[src/rtl/cpu_pkg.sv]
// rtl/cpu_pkg.sv - shared ALU opcode and multiply-sequencer state encodings
package cpu_pkg;

  typedef enum logic [1:0] {
    ALU_ADD    = 2'b00,
    ALU_SUB    = 2'b01,
    ALU_R_TYPE = 2'b10,
    MUL_OPCODE = 2'b11
  } alu_op_e;

  typedef enum logic [1:0] {
    MUL_IDLE = 2'd0,
    MUL_RUN  = 2'd1,
    MUL_DONE = 2'd2
  } mul_state_e;

endpackage

[src/rtl/mul_step.sv]
// rtl/mul_step.sv - one combinational shift-add multiply step
module mul_step #(
  parameter int WIDTH = 32
) (
  input  logic [WIDTH-1:0] acc_i,
  input  logic [WIDTH-1:0] mcand_i,
  input  logic [WIDTH-1:0] mplier_i,
  output logic [WIDTH-1:0] acc_o,
  output logic [WIDTH-1:0] mcand_o,
  output logic [WIDTH-1:0] mplier_o
);

  // Sums wrap modulo 2^WIDTH: only the low half of the product is kept.
  assign acc_o    = mplier_i[0] ? (acc_i + mcand_i) : acc_i;
  assign mcand_o  = mcand_i << 1;
  assign mplier_o = mplier_i >> 1;

endmodule

[src/rtl/mul_sequencer.sv]
// rtl/mul_sequencer.sv - iterative shift-add MUL controller for EX; optional MUL_EARLY_TERM_EN
module mul_sequencer
  import cpu_pkg::*;
#(
  parameter int WIDTH = 32
) (
  input  logic             clk,
  input  logic             rst,
  input  logic             start,
  input  logic             flush,
  input  logic [WIDTH-1:0] operand_a,
  input  logic [WIDTH-1:0] operand_b,
  output logic             stall,
  output logic             busy,
  output logic             done,
  output logic [WIDTH-1:0] result
);

  localparam int CNT_W = $clog2(WIDTH);
  localparam logic [CNT_W-1:0] LAST_CNT = CNT_W'(WIDTH - 1);

  mul_state_e       state_q;
  logic [WIDTH-1:0] mcand_q, mplier_q, acc_q, result_q;
  logic [WIDTH-1:0] mcand_d, mplier_d, acc_d;
  logic [CNT_W-1:0] cnt_q;
  logic             last_step;

  mul_step #(.WIDTH(WIDTH)) u_step (
    .acc_i    (acc_q),
    .mcand_i  (mcand_q),
    .mplier_i (mplier_q),
    .acc_o    (acc_d),
    .mcand_o  (mcand_d),
    .mplier_o (mplier_d)
  );

`ifdef MUL_EARLY_TERM_EN
  // Once no multiplier bits remain the accumulator cannot change any more.
  assign last_step = (cnt_q == LAST_CNT) || (mplier_d == '0);
`else
  assign last_step = (cnt_q == LAST_CNT);
`endif

  always_ff @(posedge clk) begin
    if (rst) begin
      state_q  <= MUL_IDLE;
      mcand_q  <= '0;
      mplier_q <= '0;
      acc_q    <= '0;
      cnt_q    <= '0;
      result_q <= '0;
    end else begin
      unique case (state_q)
        MUL_IDLE: begin
          if (start && !flush) begin
            mcand_q  <= operand_a;
            mplier_q <= operand_b;
            acc_q    <= '0;
            cnt_q    <= '0;
            state_q  <= MUL_RUN;
          end
        end
        MUL_RUN: begin
          if (flush) begin
            state_q <= MUL_IDLE;
          end else begin
            acc_q    <= acc_d;
            mcand_q  <= mcand_d;
            mplier_q <= mplier_d;
            cnt_q    <= cnt_q + 1'b1;
            if (last_step) begin
              result_q <= acc_d;
              state_q  <= MUL_DONE;
            end
          end
        end
        // start is ignored here: the same MUL is still sitting in EX.
        MUL_DONE: state_q <= MUL_IDLE;
        default:  state_q <= MUL_IDLE;
      endcase
    end
  end

  always_comb begin
    stall = 1'b0;
    unique case (state_q)
      MUL_IDLE: stall = start & ~flush;
      MUL_RUN:  stall = ~flush;
      default:  stall = 1'b0;
    endcase
  end

  assign busy   = (state_q != MUL_IDLE);
  assign done   = (state_q == MUL_DONE) & ~flush;
  assign result = result_q;

endmodule
[config.mk]
export PLATFORM = sky130hd
export DESIGN_NAME = mul_sequencer
export DESIGN_NICKNAME = d
export VERILOG_FILES = /design/src/rtl/cpu_pkg.sv /design/src/rtl/mul_step.sv /design/src/rtl/mul_sequencer.sv
export SDC_FILE = /design/constraint.sdc
export NUM_CORES = 1
export LEC_CHECK = 0
export BUFFER_PORTS_ARGS = -buffer_cell sky130_fd_sc_hd__buf_4
export CAP_MARGIN = 10
export CORE_MARGIN = 1.5
export CORE_UTILIZATION = 30
export DETAILED_ROUTE_END_ITERATION = 10
export PLACE_DENSITY = 0.6
export SLEW_MARGIN = 20
export SYNTH_ARGS = -nofsm -noshare
export SYNTH_HDL_FRONTEND = slang
export SYNTH_SLANG_ARGS = --single-unit
[constraint.sdc]
create_clock -name clk -period 2.4 [get_ports clk]
set_input_delay 0.36 -clock clk [delete_from_list [all_inputs] [get_ports clk]]
set_output_delay 0.36 -clock clk [all_outputs]
set_load 0.01 [all_outputs]
==> impl_table.tex, run 1 <==
\begin{tabular}{lr}
\hline
Metric & Value \\
\hline
\multicolumn{2}{l}{\textbf{Run status}} \\
\quad Status & finished, violations left \\
\quad Failing checks & negative setup slack \\
\multicolumn{2}{l}{\textbf{Final layout}} \\
\quad Final Cell Area & 0.0104 mm2 \\
\quad Net total in the final layout & 1,202 \\
\quad Relative area change from synthesis to final layout & 45.5\% \\
\quad ANT cells & 0 \\
\quad Final design utilization & 44.3\% \\
\quad Fraction of final layout cells sized beyond drive strength 1 & 34.6\% \\
\multicolumn{2}{l}{\textbf{GRT}} \\
\quad Initial antenna violation count & 0 \\
\quad Pin count of the biggest net entering global routing & 50 \\
\quad Global route total overflow & 0 \\
\quad Vias in the first global route & 6,998 \\
\quad Total routing usage reported by global routing & 18.0\% \\
\quad Global-route wire length before repair & 35.4 mm \\
\multicolumn{2}{l}{\textbf{Die}} \\
\quad Initial cell density of the core & 30.5\% \\
\quad Area of the die & 0.0247 mm2 \\
\quad Number of rows created at floorplan & 56 \\
\quad Die outline width & 157 um \\
\quad Standard cell core area & 0.0234 mm2 \\
\quad Die Height & 157 um \\
\quad I/O pin cnt & 103 \\
\multicolumn{2}{l}{\textbf{Synth}} \\
\quad Sequential cell area fraction in the yosys report & 37.9\% \\
\quad Average cell area after synthesis & 7.92 um2 \\
\quad Net Count, Synth & 1,002 \\
\quad Syn. warnings & 0 \\
\quad Register bit count reported by yosys & 135 \\
\quad Area of the mapped netlist & 0.00713 mm2 \\
\quad Share of flip-flops with an asynchronous set or reset after synthesis & 0\% \\
\quad Unique masters post-synth & 54 \\
\quad Number of flops mapped to enable cells by yosys & 0 \\
\quad Gate count of the mapped netlist & 900 \\
\quad Synth Flop Type & sky130\_fd\_sc\_hd\_\_dfxtp\_1 \\
\multicolumn{2}{l}{\textbf{STA}} \\
\quad Minimum clock period after layout & 2.69 ns \\
\quad Max Clk Rate & 372 MHz \\
\quad Skew final & 0.0113 ns \\
\quad Worst slack on hold paths & 0.180 ns \\
\quad Post-route clock period utilization & 112\% \\
\quad Total count of hold-check failures in the final report & 0 \\
\quad Slew at the pin closest to its max-slew limit & 0.602 ns \\
\quad Total count of max-transition violations in the final report & 0 \\
\quad RSZ-0062 raised after global routing & true \\
\quad Worst path setup slack after routing & -0.287 ns \\
\quad Count of endpoints failing setup in the final report & 35 \\
\quad Slew Limit Headroom & 59.8\% \\
\multicolumn{2}{l}{\textbf{Critical path}} \\
\quad Type of element launching the critical path & register \\
\quad CP Data Required Time & 2.70 ns \\
\quad Worst Path Max Fanout & 5 \\
\quad Critical Path AT & 2.99 ns \\
\quad Critical setup path kind & register to register \\
\quad Endpoint class of the critical path & register \\
\multicolumn{2}{l}{\textbf{CTS}} \\
\quad Sinks on Clock Net & 135 \\
\quad CTS Root Buffer Type & sky130\_fd\_sc\_hd\_\_clkbuf\_16 \\
\quad Clock Tree Buf Depth & 2 \\
\quad Clock transition at path regs & 0.07 ns \\
\quad Number of buffers inserted for hold repair after clock tree synthesis & 0 \\
\quad Clock insertion delay at the later pin of the skew report & 0.44 ns \\
\quad Clock tree from TritonCTS & built \\
\quad H-tree depth reported by CTS & 4 \\
\quad Number of CTS-inserted buffers & 17 \\
\multicolumn{2}{l}{\textbf{Job}} \\
\quad Number of maximum-capacitance constraint violations & 0 \\
\multicolumn{2}{l}{\textbf{Power}} \\
\quad Internal power summed over all cells & 4.37 mW \\
\quad Pwr per Cell Area & 574 mW/mm2 \\
\quad Largest voltage drop on the vdd net & 0.000335 V \\
\quad Sequential group share of total power & 40.1\% \\
\quad Leak pwr & 4.31 nW \\
\quad Clock share of power & 47.1\% \\
\quad Combinational share of power & 12.8\% \\
\quad Switching share of power & 26.7\% \\
\quad Net switching power of the design & 1.59 mW \\
\multicolumn{2}{l}{\textbf{Detailed routing}} \\
\quad Vias after detailed routing & 7,192 \\
\quad Count of routing violations after the opening detailed-route iteration & 408 \\
\quad DRC Markers & 0 \\
\quad Antenna Violating Nets Remaining & 0 \\
\quad Drt wl/cell & 15.3 um \\
\quad Iteration count of the initial detailed-routing pass & 7 \\
\quad Via density per instance & 5.02 \\
\quad WL final & 21.9 mm \\
\multicolumn{2}{l}{\textbf{Placement}} \\
\quad Final estimated routing congestion in global placement & 0.886 \\
\quad Sum of net half-perimeters after detailed placement & 15.1 mm \\
\quad Number of buffer cells added on primary ports & 102 \\
\quad Standard cell area after detailed placement & 0.00911 mm2 \\
\multicolumn{2}{l}{\textbf{Worst hold path}} \\
\quad Type of the most critical hold path & input port to register \\
\hline
\end{tabular}
[layout make-up]
| cell class | instances | area, um2 |
|---|---|---|
| tap | 319 | 399 |
| fill | 2323 | 13000 |
| sequential | 135 | 2720 |
| inverter | 10 | 37.5 |
| clock buffer | 18 | 439 |
| clock inverter | 14 | 186 |
| timing repair buffer | 248 | 1920 |
| multi-input combinational | 688 | 4680 |
[worst paths after layout]
path | endpoint | slack (ns) | from | cells past startpoint
setup / recovery | acc_q[31] | -0.29 | acc_q[6] | 13
hold / removal | mplier_q[31] | 0.18 | operand_b[31] | 3
setup reg to reg | acc_q[31] | -0.29 | acc_q[6] | 13
hold reg to reg | mplier_q[5] | 0.46 | mplier_q[5] | 2
[metal layers]
metal | wire length (um) | global-route usage (%) | part of all wire, % | up-vias
li1 | - | - | - | 3631
met1 | 10600 | 23.8 | 49 | 3402
met3 | 853 | 3.77 | 3.9 | 25
met2 | 10100 | 29.3 | 46 | 134
met4 | 301 | 5.71 | 1.4 | 0
met5 | 0 | 0 | 0 | -
[worst max-delay path, stage by stage, from the launching register on]
cell	delay (ns)
sky130_fd_sc_hd__dfxtp_2	0.34
sky130_fd_sc_hd__ha_4	0.27
sky130_fd_sc_hd__a2111oi_4	0.30
sky130_fd_sc_hd__o21ai_2	0.13
sky130_fd_sc_hd__a221oi_4	0.28
sky130_fd_sc_hd__buf_4	0.17
sky130_fd_sc_hd__o21ai_4	0.07
sky130_fd_sc_hd__a311oi_4	0.28
sky130_fd_sc_hd__buf_4	0.17
sky130_fd_sc_hd__o21a_1	0.11
sky130_fd_sc_hd__a311oi_2	0.06
sky130_fd_sc_hd__buf_4	0.16
sky130_fd_sc_hd__o211ai_1	0.14
sky130_fd_sc_hd__o41ai_1	0.09
[timing repair]
item                                    CTS  global route
endpoints found under the setup margin   34            39
gates resized for setup                  55            47
setup buffers                             8            12
hold endpoints to repair                  0             0
pin swaps                                40            33
[state kept, by name (all words and copies together) (netlist names)]
register and count:
acc_q 32, cnt_q 5, mcand_q 32, mplier_q 32, result 32, state_q 2
[kinds of logic after synthesis]
kind of cell               share of synthesized area, %
AOI/OAI and AO/OA                                  26.6
muxes                                              1.58
adders and majority gates                          6.07
xor gates and xnor gates                           3.68
DFF                                                37.9
buffers and inverters                              4.09
and+or+nand+nor                                    20.1
[per-stage QoR]
stage               power [mW]  setup WS, ns  setup TNS, ns  instances
floorplan                 2.82       -0.0595         -0.128        900
finish                    5.96        -0.287          -4.39       1432
CTS                       6.00        -0.267          -2.62       1422
global placement          3.14        -0.301          -3.26       1382
detailed placement        3.15        -0.377          -4.44       1382
global route              6.21        -0.394          -9.00       1432
[power by group through the flow]
stage	logic, mW	registers [mW]	clock network [mW]
floorplan	0.401	2.42	0
global placement	0.713	2.43	0
detailed placement	0.716	2.43	0
CTS	0.740	2.39	2.87
global route	0.841	2.40	2.97
finish	0.762	2.39	2.81
[cells in the mapped netlist (all sizes together) (2+ instances only)]
cell	n	share of area, %
a311oi	42	5.5
nor3	17	1.2
a22oi	32	3.4
and2	3	0.26
o21ai	17	1.3
nor2	128	6.7
a211oi	28	2.9
buf	6	0.33
o41ai	2	0.25
clkbuf	61	3.2
o21a	5	0.53
xnor2	19	2.3
nand4	8	0.70
ha	33	5.8
o21bai	6	0.63
a31oi	4	0.35
a22o	12	1.5
or3	2	0.18
or2	2	0.18
dfxtp	135	38
nand2	157	8.3
mux2	2	0.32
inv	10	0.53
o211ai	6	0.63
a221oi	3	0.61
xor2	11	1.4
nor3b	2	0.21
a21o	15	1.6
mux2i	9	1.3
nand3	13	0.91
nand2b	4	0.35
and3	5	0.44
a21oi	83	5.8
o31a	4	0.49
[cells in the final DEF (no fill, tap or decap), types with 4 or more instances in the layout]
| cell | n |
|---|---|
| sky130_fd_sc_hd__a211oi_1 | 11 |
| sky130_fd_sc_hd__a211oi_2 | 17 |
| sky130_fd_sc_hd__a21o_1 | 15 |
| sky130_fd_sc_hd__a21oi_1 | 73 |
| sky130_fd_sc_hd__a21oi_2 | 8 |
| sky130_fd_sc_hd__a22o_1 | 12 |
| sky130_fd_sc_hd__a22oi_1 | 30 |
| sky130_fd_sc_hd__a311oi_1 | 40 |
| sky130_fd_sc_hd__a31oi_1 | 4 |
| sky130_fd_sc_hd__and3_1 | 5 |
| sky130_fd_sc_hd__buf_4 | 238 |
| sky130_fd_sc_hd__buf_6 | 8 |
| sky130_fd_sc_hd__clkbuf_16 | 17 |
| sky130_fd_sc_hd__dfxtp_1 | 125 |
| sky130_fd_sc_hd__dfxtp_2 | 10 |
| sky130_fd_sc_hd__ha_1 | 22 |
| sky130_fd_sc_hd__ha_4 | 11 |
| sky130_fd_sc_hd__inv_1 | 9 |
| sky130_fd_sc_hd__inv_6 | 5 |
| sky130_fd_sc_hd__mux2i_1 | 8 |
| sky130_fd_sc_hd__nand2_1 | 150 |
| sky130_fd_sc_hd__nand2_2 | 7 |
| sky130_fd_sc_hd__nand3_1 | 13 |
| sky130_fd_sc_hd__nand4_1 | 8 |
| sky130_fd_sc_hd__nor2_1 | 121 |
| sky130_fd_sc_hd__nor2_2 | 4 |
| sky130_fd_sc_hd__nor3_1 | 17 |
| sky130_fd_sc_hd__o211ai_1 | 6 |
| sky130_fd_sc_hd__o21a_1 | 5 |
| sky130_fd_sc_hd__o21ai_0 | 6 |
| sky130_fd_sc_hd__o21ai_1 | 5 |
| sky130_fd_sc_hd__o21bai_1 | 5 |
| sky130_fd_sc_hd__o31a_1 | 4 |
| sky130_fd_sc_hd__xnor2_1 | 9 |
| sky130_fd_sc_hd__xnor2_2 | 9 |
| sky130_fd_sc_hd__xor2_1 | 9 |
(Power assumes the default switching activity.)
==> run 2: changes to the inputs <==
PLACE_DENSITY = 0.59   (was 0.6)
SYNTH_HIERARCHICAL = 1   (was not set)
==> run 2 against run 1 <==
Against the previous run:
- hold slack better by 0.014 ns
- count of clock-buffer cells in the layout unchanged
- sequential power about the same
- highest routed layer is now met5
- clock skew barely moved
- total power rose by 0.45%
- first-iteration DRC count increased by 56%
- global-route usage increased by 0.16 points
- the run still ends with negative setup slack left
- largest cell class unchanged
- largest power group unchanged
- sequential share of layout area down 1.0 points
==> impl_table.tex, run 2 <==
\begin{tabular}{lr}
\hline
Metric & Value \\
\hline
\multicolumn{2}{l}{\textbf{Placement}} \\
\quad Standard cell area after detailed placement & 0.00967 mm2 (was 0.00911 mm2) \\
\quad Number of buffer cells added on primary ports & 102 (unchanged) \\
\quad Final estimated routing congestion in global placement & 0.893 (was 0.886) \\
\quad Sum of net half-perimeters after detailed placement & 17.7 mm (was 15.1 mm) \\
\quad Post-Place Worst Slack & -0.301 ns (was -0.377 ns) \\
\multicolumn{2}{l}{\textbf{Detailed routing}} \\
\quad Vias after detailed routing & 8,126 (was 7,192) \\
\quad Iteration count of the initial detailed-routing pass & 5 (was 7) \\
\quad Drt wl/cell & 16.9 um (was 15.3 um) \\
\quad Antenna Violating Nets Remaining & 0 (unchanged) \\
\quad Count of routing violations after the opening detailed-route iteration & 636 (was 408) \\
\quad DRC Markers & 0 (unchanged) \\
\quad Via density per instance & 5.29 (was 5.02) \\
\quad WL final & 26.0 mm (was 21.9 mm) \\
\multicolumn{2}{l}{\textbf{Power}} \\
\quad Internal power summed over all cells & 4.31 mW (was 4.37 mW) \\
\quad Largest voltage drop on the vdd net & 0.000331 V (was 0.000335 V) \\
\quad Combinational share of power & 14.6\% (was 12.8\%) \\
\quad Clock share of power & 45.4\% (was 47.1\%) \\
\quad Leak pwr & 4.27 nW (was 4.31 nW) \\
\quad Sequential group share of total power & 40.0\% (was 40.1\%) \\
\quad Pwr per Cell Area & 553 mW/mm2 (was 574 mW/mm2) \\
\quad Net switching power of the design & 1.68 mW (was 1.59 mW) \\
\quad Switching share of power & 28.0\% (was 26.7\%) \\
\multicolumn{2}{l}{\textbf{GRT}} \\
\quad Initial antenna violation count & 1 (was 0) \\
\quad Global-route wire length before repair & 41.6 mm (was 35.4 mm) \\
\quad Total routing usage reported by global routing & 18.2\% (was 18.0\%) \\
\quad Vias in the first global route & 7,987 (was 6,998) \\
\quad Pin count of the biggest net entering global routing & 70 (was 50) \\
\quad Global route total overflow & 0 (unchanged) \\
\multicolumn{2}{l}{\textbf{STA}} \\
\quad Worst path setup slack after routing & -0.225 ns (was -0.287 ns) \\
\quad Total count of max-transition violations in the final report & 0 (unchanged) \\
\quad Slew at the pin closest to its max-slew limit & 0.702 ns (was 0.602 ns) \\
\quad Count of endpoints failing setup in the final report & 15 (was 35) \\
\quad Total count of hold-check failures in the final report & 0 (unchanged) \\
\quad Minimum clock period after layout & 2.63 ns (was 2.69 ns) \\
\quad Max Clk Rate & 381 MHz (was 372 MHz) \\
\quad RSZ-0062 raised after global routing & true (unchanged) \\
\quad Slew Limit Headroom & 53.1\% (was 59.8\%) \\
\quad Skew final & 0.0110 ns (was 0.0113 ns) \\
\quad Post-route clock period utilization & 109\% (was 112\%) \\
\multicolumn{2}{l}{\textbf{Final layout}} \\
\quad Number of fillers in the final layout & 2,756 (was 2,323) \\
\quad Commonest cells after routing, fill and taps aside & sky130\_fd\_sc\_hd\_\_buf\_4, sky130\_fd\_sc\_hd\_\_nand2\_1, sky130\_fd\_sc\_hd\_\_a21oi\_1 (was sky130\_fd\_sc\_hd\_\_buf\_4, sky130\_fd\_sc\_hd\_\_nand2\_1, sky130\_fd\_sc\_hd\_\_dfxtp\_1) \\
\quad Fraction of final layout cells sized beyond drive strength 1 & 32.4\% (was 34.6\%) \\
\quad Relative area change from synthesis to final layout & 30.7\% (was 45.5\%) \\
\quad ANT cells & 0 (unchanged) \\
\quad Final Cell Area & 0.0108 mm2 (was 0.0104 mm2) \\
\quad Net total in the final layout & 1,283 (was 1,202) \\
\quad Area used by multi-input combinational logic & 0.00518 mm2 (was 0.00468 mm2) \\
\quad Most common library cell in the layout ignoring fill and taps & sky130\_fd\_sc\_hd\_\_buf\_4 (unchanged) \\
\quad Total area of sequential cells & 0.00272 mm2 (about the same) \\
\multicolumn{2}{l}{\textbf{Synth}} \\
\quad Syn. warnings & 6 (was 0) \\
\quad Area of the mapped netlist & 0.00828 mm2 (was 0.00713 mm2) \\
\quad Share of flip-flops with an asynchronous set or reset after synthesis & 0\% (unchanged) \\
\quad Synth area leader & sky130\_fd\_sc\_hd\_\_dfxtp\_1 (unchanged) \\
\quad Adder-cell share of the synthesized area & 5.23\% (was 6.07\%) \\
\quad Main combinational cell family by area after synthesis & compound AO/OA/AOI/OAI gates (unchanged) \\
\quad Fraction of the mapped netlist area in compound gates & 25.4\% (was 26.6\%) \\
\quad Leading cell types by total area after synthesis & sky130\_fd\_sc\_hd\_\_dfxtp\_1, sky130\_fd\_sc\_hd\_\_a21oi\_1, sky130\_fd\_sc\_hd\_\_nand2\_1 (was sky130\_fd\_sc\_hd\_\_dfxtp\_1, sky130\_fd\_sc\_hd\_\_nand2\_1, sky130\_fd\_sc\_hd\_\_nor2\_1) \\
\quad Gate count of the mapped netlist & 1,086 (was 900) \\
\quad Share of synthesized area spent on multiplexers & 2.99\% (was 1.58\%) \\
\quad Unique masters post-synth & 64 (was 54) \\
\quad Register bit count reported by yosys & 135 (unchanged) \\
\quad Average cell area after synthesis & 7.63 um2 (was 7.92 um2) \\
\quad Simple-gate share of the synthesized area & 19.9\% (was 20.1\%) \\
\quad Most common cell in the netlist & sky130\_fd\_sc\_hd\_\_nand2\_1 (unchanged) \\
\quad Synthesized-area fraction occupied by xor and xnor cells & 2.54\% (was 3.68\%) \\
\quad Number of flops mapped to enable cells by yosys & 0 (unchanged) \\
\quad Sequential cell area fraction in the yosys report & 32.6\% (was 37.9\%) \\
\quad Synth Flop Type & sky130\_fd\_sc\_hd\_\_dfxtp\_1 (unchanged) \\
\quad Most common library cells after synthesis & sky130\_fd\_sc\_hd\_\_nand2\_1, sky130\_fd\_sc\_hd\_\_a21oi\_1, sky130\_fd\_sc\_hd\_\_dfxtp\_1, sky130\_fd\_sc\_hd\_\_buf\_4, sky130\_fd\_sc\_hd\_\_a311oi\_1 (was sky130\_fd\_sc\_hd\_\_nand2\_1, sky130\_fd\_sc\_hd\_\_dfxtp\_1, sky130\_fd\_sc\_hd\_\_nor2\_1, sky130\_fd\_sc\_hd\_\_a21oi\_1, sky130\_fd\_sc\_hd\_\_clkbuf\_1) \\
\quad Fraction of synthesized cell area taken by the top area cell type & 32.6\% (was 37.9\%) \\
\multicolumn{2}{l}{\textbf{Die}} \\
\quad Die outline width & 169 um (was 157 um) \\
\quad I/O pin cnt & 103 (unchanged) \\
\quad Number of rows created at floorplan & 60 (was 56) \\
\quad Die Height & 169 um (was 157 um) \\
\quad Area of the die & 0.0286 mm2 (was 0.0247 mm2) \\
\quad Standard cell core area & 0.0270 mm2 (was 0.0234 mm2) \\
\quad Initial cell density of the core & 30.7\% (was 30.5\%) \\
\multicolumn{2}{l}{\textbf{Worst hold path}} \\
\quad Type of the most critical hold path & input port to register (unchanged) \\
\multicolumn{2}{l}{\textbf{CTS}} \\
\quad Clock transition at path regs & 0.07 ns (about the same) \\
\quad Clock Tree Buf Depth & 2 (unchanged) \\
\quad CTS Root Buffer Type & sky130\_fd\_sc\_hd\_\_clkbuf\_16 (unchanged) \\
\quad Clock tree from TritonCTS & built (unchanged) \\
\quad Clock insertion delay at the later pin of the skew report & 0.44 ns (about the same) \\
\quad Number of CTS-inserted buffers & 17 (unchanged) \\
\quad Number of buffers inserted for hold repair after clock tree synthesis & 0 (unchanged) \\
\quad H-tree depth reported by CTS & 4 (unchanged) \\
\quad Sinks on Clock Net & 135 (unchanged) \\
\multicolumn{2}{l}{\textbf{Critical path}} \\
\quad CP Data Required Time & 2.69 ns (was 2.70 ns) \\
\quad Endpoint class of the critical path & register (unchanged) \\
\quad Critical setup path kind & register to register (unchanged) \\
\quad Type of element launching the critical path & register (unchanged) \\
\quad Worst Path Max Fanout & 3 (was 5) \\
\quad Critical Path AT & 2.92 ns (was 2.99 ns) \\
\multicolumn{2}{l}{\textbf{Job}} \\
\quad Number of maximum-capacitance constraint violations & 0 (unchanged) \\
\multicolumn{2}{l}{\textbf{Run status}} \\
\quad Failing checks & negative setup slack (unchanged) \\
\quad Status & finished, violations left (unchanged) \\
\hline
\end{tabular}
run 2: final cells by class:
type	instances	share of cell area (%)
Sequential cell	135	25.1
Clock buffer	18	4.06
Tap cell	341	3.94
Clock inverter	14	1.53
Timing Repair Buffer	234	17.1
Inverter	9	0.312
Multi-Input combinational cell	784	47.9
run 2: path summary, 6_finish.rpt:
path                            cells after the start  slack (ns)      endpoint          start
worst max-delay path                               11       -0.23     acc_q[31]       acc_q[0]
worst min-delay path                                3        0.19  mplier_q[10]  operand_b[10]
worst max register to register                     11       -0.23     acc_q[31]       acc_q[0]
worst min register to register                      2        0.45    result[12]     result[12]
run 2: kinds of logic after synthesis:
| family | count (synthesis) |
|---|---|
| adder cells (fa/ha/maj) | 34 |
| AND/OR/NAND/NOR | 356 |
| XOR/XNOR | 24 |
| other | 1 |
| buffers and inverters | 168 |
| flip-flops | 135 |
| AO/OA/AOI/OAI | 346 |
| multiplexers | 22 |
run 2: metal layers:
metal / part of all wire (%) / vias up / global-route usage, % / wire length (um)
met4: 1.4 / 2 / 5.89 / 375
met5: 0.065 / - / 0 / 17
met1: 47 / 3858 / 24.4 / 12300
li1: - / 4038 / - / -
met3: 5.0 / 29 / 3.75 / 1300
met2: 46 / 199 / 29.2 / 12000
run 2: through the flow:
step	TNS (ns)	hold WS (ns)	utilization (%)	power [mW]	std cells
CTS	-1.59	0.174	38.9	6.02	1529
global placement	-3.14	0.445	35.8	3.26	1495
floorplan	-0.158	0.443	-	2.99	1087
detailed placement	-3.78	0.447	35.8	3.27	1495
finish	-1.68	0.194	40.1	5.99	1535
global route	-4.06	0.190	40.1	6.23	1535
run 2: power groups by stage:
stage,Clock [mW],Sequential (mW),Combinational [mW]
finish,2.72,2.40,0.872
detailed placement,0,2.44,0.828
global route,2.87,2.41,0.951
global placement,0,2.44,0.823
floorplan,0,2.42,0.571
CTS,2.78,2.39,0.848
run 2: repair_timing:
item	in CTS	in global routing
endpoints found under the setup margin	35	40
pin swaps	13	26
gates resized for setup	42	65
buffers inserted	2	6
run 2: critical path: stages, from the launching register on:
cell                       delay, ns
sky130_fd_sc_hd__dfxtp_2        0.34
sky130_fd_sc_hd__ha_4           0.16
sky130_fd_sc_hd__buf_4          0.14
sky130_fd_sc_hd__a211oi_4       0.23
sky130_fd_sc_hd__o21bai_2       0.13
sky130_fd_sc_hd__o311ai_2       0.31
sky130_fd_sc_hd__nand4_1        0.18
sky130_fd_sc_hd__or3b_4         0.28
sky130_fd_sc_hd__a21oi_1        0.04
sky130_fd_sc_hd__or4_4          0.52
sky130_fd_sc_hd__nand4_1        0.08
sky130_fd_sc_hd__a21oi_1        0.07
==> run 3: changes to the inputs <==
PLACE_DENSITY = 0.58   (was 0.59)
REMOVE_ABC_BUFFERS = 1   (was not set)
clock period = 2.76 ns   (was 2.4 ns; I/O delays follow)
==> run 3 against run 2 <==
Against the previous run:
- the flow now finishes without violations
- utilization is 3.1 points lower
- highest routed layer is now met4
- critical path type unchanged
- die area stayed put
- register-to-register slack better by 0.28 ns
==> impl_table.tex, run 3 (synthesis results as in run 2) <==
\begin{tabular}{lr}
\hline
Metric & Value \\
\hline
\multicolumn{2}{l}{\textbf{Run status}} \\
\quad Status & completed (was finished, violations left) \\
\multicolumn{2}{l}{\textbf{Detailed routing}} \\
\quad Vias after detailed routing & 7,820 (was 8,126) \\
\quad Via density per instance & 5.37 (was 5.29) \\
\quad Drt wl/cell & 16.3 um (was 16.9 um) \\
\quad WL final & 23.8 mm (was 26.0 mm) \\
\quad Antenna Violating Nets Remaining & 0 (unchanged) \\
\quad Iteration count of the initial detailed-routing pass & 5 (unchanged) \\
\quad Count of routing violations after the opening detailed-route iteration & 488 (was 636) \\
\quad DRC Markers & 0 (unchanged) \\
\multicolumn{2}{l}{\textbf{Power}} \\
\quad Leak pwr & 3.79 nW (was 4.27 nW) \\
\quad Largest voltage drop on the vdd net & 0.000357 V (was 0.000331 V) \\
\quad Pwr per Cell Area & 515 mW/mm2 (was 553 mW/mm2) \\
\multicolumn{2}{l}{\textbf{Job}} \\
\quad Number of maximum-capacitance constraint violations & 0 (unchanged) \\
\multicolumn{2}{l}{\textbf{Final layout}} \\
\quad Area used by multi-input combinational logic & 0.00497 mm2 (was 0.00518 mm2) \\
\quad Final design utilization & 36.9\% (was 40.1\%) \\
\quad Most common library cell in the layout ignoring fill and taps & sky130\_fd\_sc\_hd\_\_nand2\_1 (was sky130\_fd\_sc\_hd\_\_buf\_4) \\
\quad Total area of sequential cells & 0.00272 mm2 (about the same) \\
\quad Relative area change from synthesis to final layout & 20.5\% (was 30.7\%) \\
\quad Net total in the final layout & 1,205 (was 1,283) \\
\quad Fraction of final layout cells sized beyond drive strength 1 & 24.1\% (was 32.4\%) \\
\quad Number of fillers in the final layout & 2,867 (was 2,756) \\
\quad Commonest cells after routing, fill and taps aside & sky130\_fd\_sc\_hd\_\_nand2\_1, sky130\_fd\_sc\_hd\_\_a21oi\_1, sky130\_fd\_sc\_hd\_\_buf\_4 (was sky130\_fd\_sc\_hd\_\_buf\_4, sky130\_fd\_sc\_hd\_\_nand2\_1, sky130\_fd\_sc\_hd\_\_a21oi\_1) \\
\quad ANT cells & 0 (unchanged) \\
\multicolumn{2}{l}{\textbf{STA}} \\
\quad Slew Limit Headroom & 53.9\% (was 53.1\%) \\
\quad Slew at the pin closest to its max-slew limit & 0.690 ns (was 0.702 ns) \\
\quad Count of endpoints failing setup in the final report & 0 (was 15) \\
\quad Minimum clock period after layout & 2.71 ns (was 2.63 ns) \\
\quad Total count of max-transition violations in the final report & 0 (unchanged) \\
\quad Max Clk Rate & 370 MHz (was 381 MHz) \\
\quad Total count of hold-check failures in the final report & 0 (unchanged) \\
\quad Worst slack on hold paths & 0.264 ns (was 0.194 ns) \\
\quad Skew final & 0.00684 ns (was 0.0110 ns) \\
\quad Post-route clock period utilization & 98.0\% (was 109\%) \\
\multicolumn{2}{l}{\textbf{CTS}} \\
\quad Clock Tree Buf Depth & 2 (unchanged) \\
\quad Sinks on Clock Net & 135 (unchanged) \\
\quad Number of CTS-inserted buffers & 17 (unchanged) \\
\quad CTS Root Buffer Type & sky130\_fd\_sc\_hd\_\_clkbuf\_16 (unchanged) \\
\quad Clock tree from TritonCTS & built (unchanged) \\
\quad Clock transition at path regs & 0.06 ns (was 0.07 ns) \\
\quad H-tree depth reported by CTS & 4 (unchanged) \\
\quad Clock insertion delay at the later pin of the skew report & 0.42 ns (was 0.44 ns) \\
\quad Number of buffers inserted for hold repair after clock tree synthesis & 0 (unchanged) \\
\multicolumn{2}{l}{\textbf{Critical path}} \\
\quad Most frequent CP cell & sky130\_fd\_sc\_hd\_\_nand4\_1 \\
\quad Number of cells on the worst reg-to-reg path & 10 (was 11) \\
\quad Minimum setup slack among reg-to-reg paths & 0.05 ns (was -0.23 ns) \\
\quad Maximum single-stage delay on the critical path & 0.53 ns (was 0.52 ns) \\
\quad Cell-by-cell listing of the critical path & ha\_4, and4\_4, and4b\_1, o311ai\_2, nand4\_1, or3b\_4, o211a\_1, or4\_4, nand4\_1, a21oi\_1 (was ha\_4, buf\_4, a211oi\_4, o21bai\_2, o311ai\_2, nand4\_1, or3b\_4, a21oi\_1, or4\_4, nand4\_1, a21oi\_1) \\
\quad Launch instance of the worst register-to-register path & mcand\_q[10] (was acc\_q[0]) \\
\quad Worst Path Max Fanout & 5 (was 3) \\
\quad Destination of the worst register-to-register timing path & acc\_q[31] (unchanged) \\
\quad Slowest stage cell on the critical path & sky130\_fd\_sc\_hd\_\_or4\_4 (unchanged) \\
\quad Critical Path AT & 2.99 ns (was 2.92 ns) \\
\quad Type of element launching the critical path & register (unchanged) \\
\quad CP Data Required Time & 3.04 ns (was 2.69 ns) \\
\quad Endpoint class of the critical path & register (unchanged) \\
\quad Critical setup path kind & register to register (unchanged) \\
\multicolumn{2}{l}{\textbf{Placement}} \\
\quad Final estimated routing congestion in global placement & 0.848 (was 0.893) \\
\quad Sum of net half-perimeters after detailed placement & 15.5 mm (was 17.7 mm) \\
\quad Number of buffer cells added on primary ports & 102 (unchanged) \\
\multicolumn{2}{l}{\textbf{Die}} \\
\quad I/O pin cnt & 103 (unchanged) \\
\quad Die Height & 169 um (unchanged) \\
\quad Initial cell density of the core & 30.7\% (unchanged) \\
\quad Area of the die & 0.0286 mm2 (unchanged) \\
\quad Standard cell core area & 0.0270 mm2 (unchanged) \\
\quad Number of rows created at floorplan & 60 (unchanged) \\
\quad Die outline width & 169 um (unchanged) \\
\multicolumn{2}{l}{\textbf{Worst hold path}} \\
\quad Endpoint of the worst hold-timing path & mplier\_q[4] (was mplier\_q[10]) \\
\quad Number of cells on the worst hold path & 3 (unchanged) \\
\quad Type of the most critical hold path & input port to register (unchanged) \\
\quad Min-Delay Startpoint & operand\_b[4] (was operand\_b[10]) \\
\multicolumn{2}{l}{\textbf{GRT}} \\
\quad Vias in the first global route & 7,489 (was 7,987) \\
\quad Total routing usage reported by global routing & 16.5\% (was 18.2\%) \\
\quad Global-route wire length before repair & 38.8 mm (was 41.6 mm) \\
\quad Initial antenna violation count & 0 (was 1) \\
\quad Pin count of the biggest net entering global routing & 101 (was 70) \\
\quad Global route total overflow & 0 (unchanged) \\
\hline
\end{tabular}
[run 3: cell count changes in the layout (fill, tap and decap cells not counted), sizes merged]
cell | before | now
clkbuf | 18 | 22
bufinv | 2 | 3
buf | 234 | 156
clkinv | 4 | 3
inv | 15 | 10
clkinvlp | 2 | 3
[run 3: how the worst max path moves through the flow]
stage	from	end
2_1_floorplan	state_q[0]	mcand_q[10]
3_3_place_gp	acc_q[0]	acc_q[28]
3_5_place_dp	acc_q[0]	acc_q[28]
4_1_cts	acc_q[10]	acc_q[31]
5_1_grt	mcand_q[0]	acc_q[28]
6_report	mcand_q[10]	acc_q[31]
[run 3: timing repair]
item | CTS | global route
endpoints found under the setup margin | 6 | 19
buffers inserted | 0 | 4
hold endpoints to repair | 0 | 0
pin swaps | 2 | 10
gates resized for setup | 19 | 32
[run 3: report_power, final]
group | internal [mW] | switching (mW) | total (mW)
logic | 0.278 | 0.369 | 0.647
clock network | 1.50 | 0.906 | 2.40
registers | 2.02 | 0.0666 | 2.09
[run 3: layout make-up]
class	instances	share of cell area, %
multi-input cells	784	49.8
flip-flops and latches	135	27.2
repair buffers	156	12.2
clock buffers	22	4.75
well taps	341	4.27
clock inverters	10	1.44
inverters	9	0.338
[run 3: through the flow]
step	area (um2)	TNS (ns)	setup slack, ns	total power, mW	std cells
floorplan	7390	-158.73	-1.37	2.45	928
global placement	9050	-0.0540	-0.0277	2.74	1421
detailed placement	9050	-0.159	-0.0604	2.75	1421
CTS	9820	0	0.00772	5.18	1453
global route	9980	-0.0544	-0.0202	5.34	1457
finish	9980	0	0.0541	5.14	1457
[run 3: metal layers]
| layer | global-route usage [%] | part of all wire, % | vias to the layer above |
|---|---|---|---|
| li1 | - | - | 3884 |
| met1 | 22.1 | 47 | 3733 |
| met2 | 27.8 | 48 | 187 |
| met3 | 3.26 | 4.2 | 16 |
| met4 | 3.23 | 0.80 | 0 |
| met5 | 0 | 0 | - |
[run 3: critical path, delay by kind of cell (launching register included)]
kind / cells / cell delay, ns
adder cells (fa/ha/maj): 1 / 0.29
flip-flops: 1 / 0.34
AND/OR/NAND/NOR: 6 / 1.60
AO/OA/AOI/OAI: 3 / 0.33
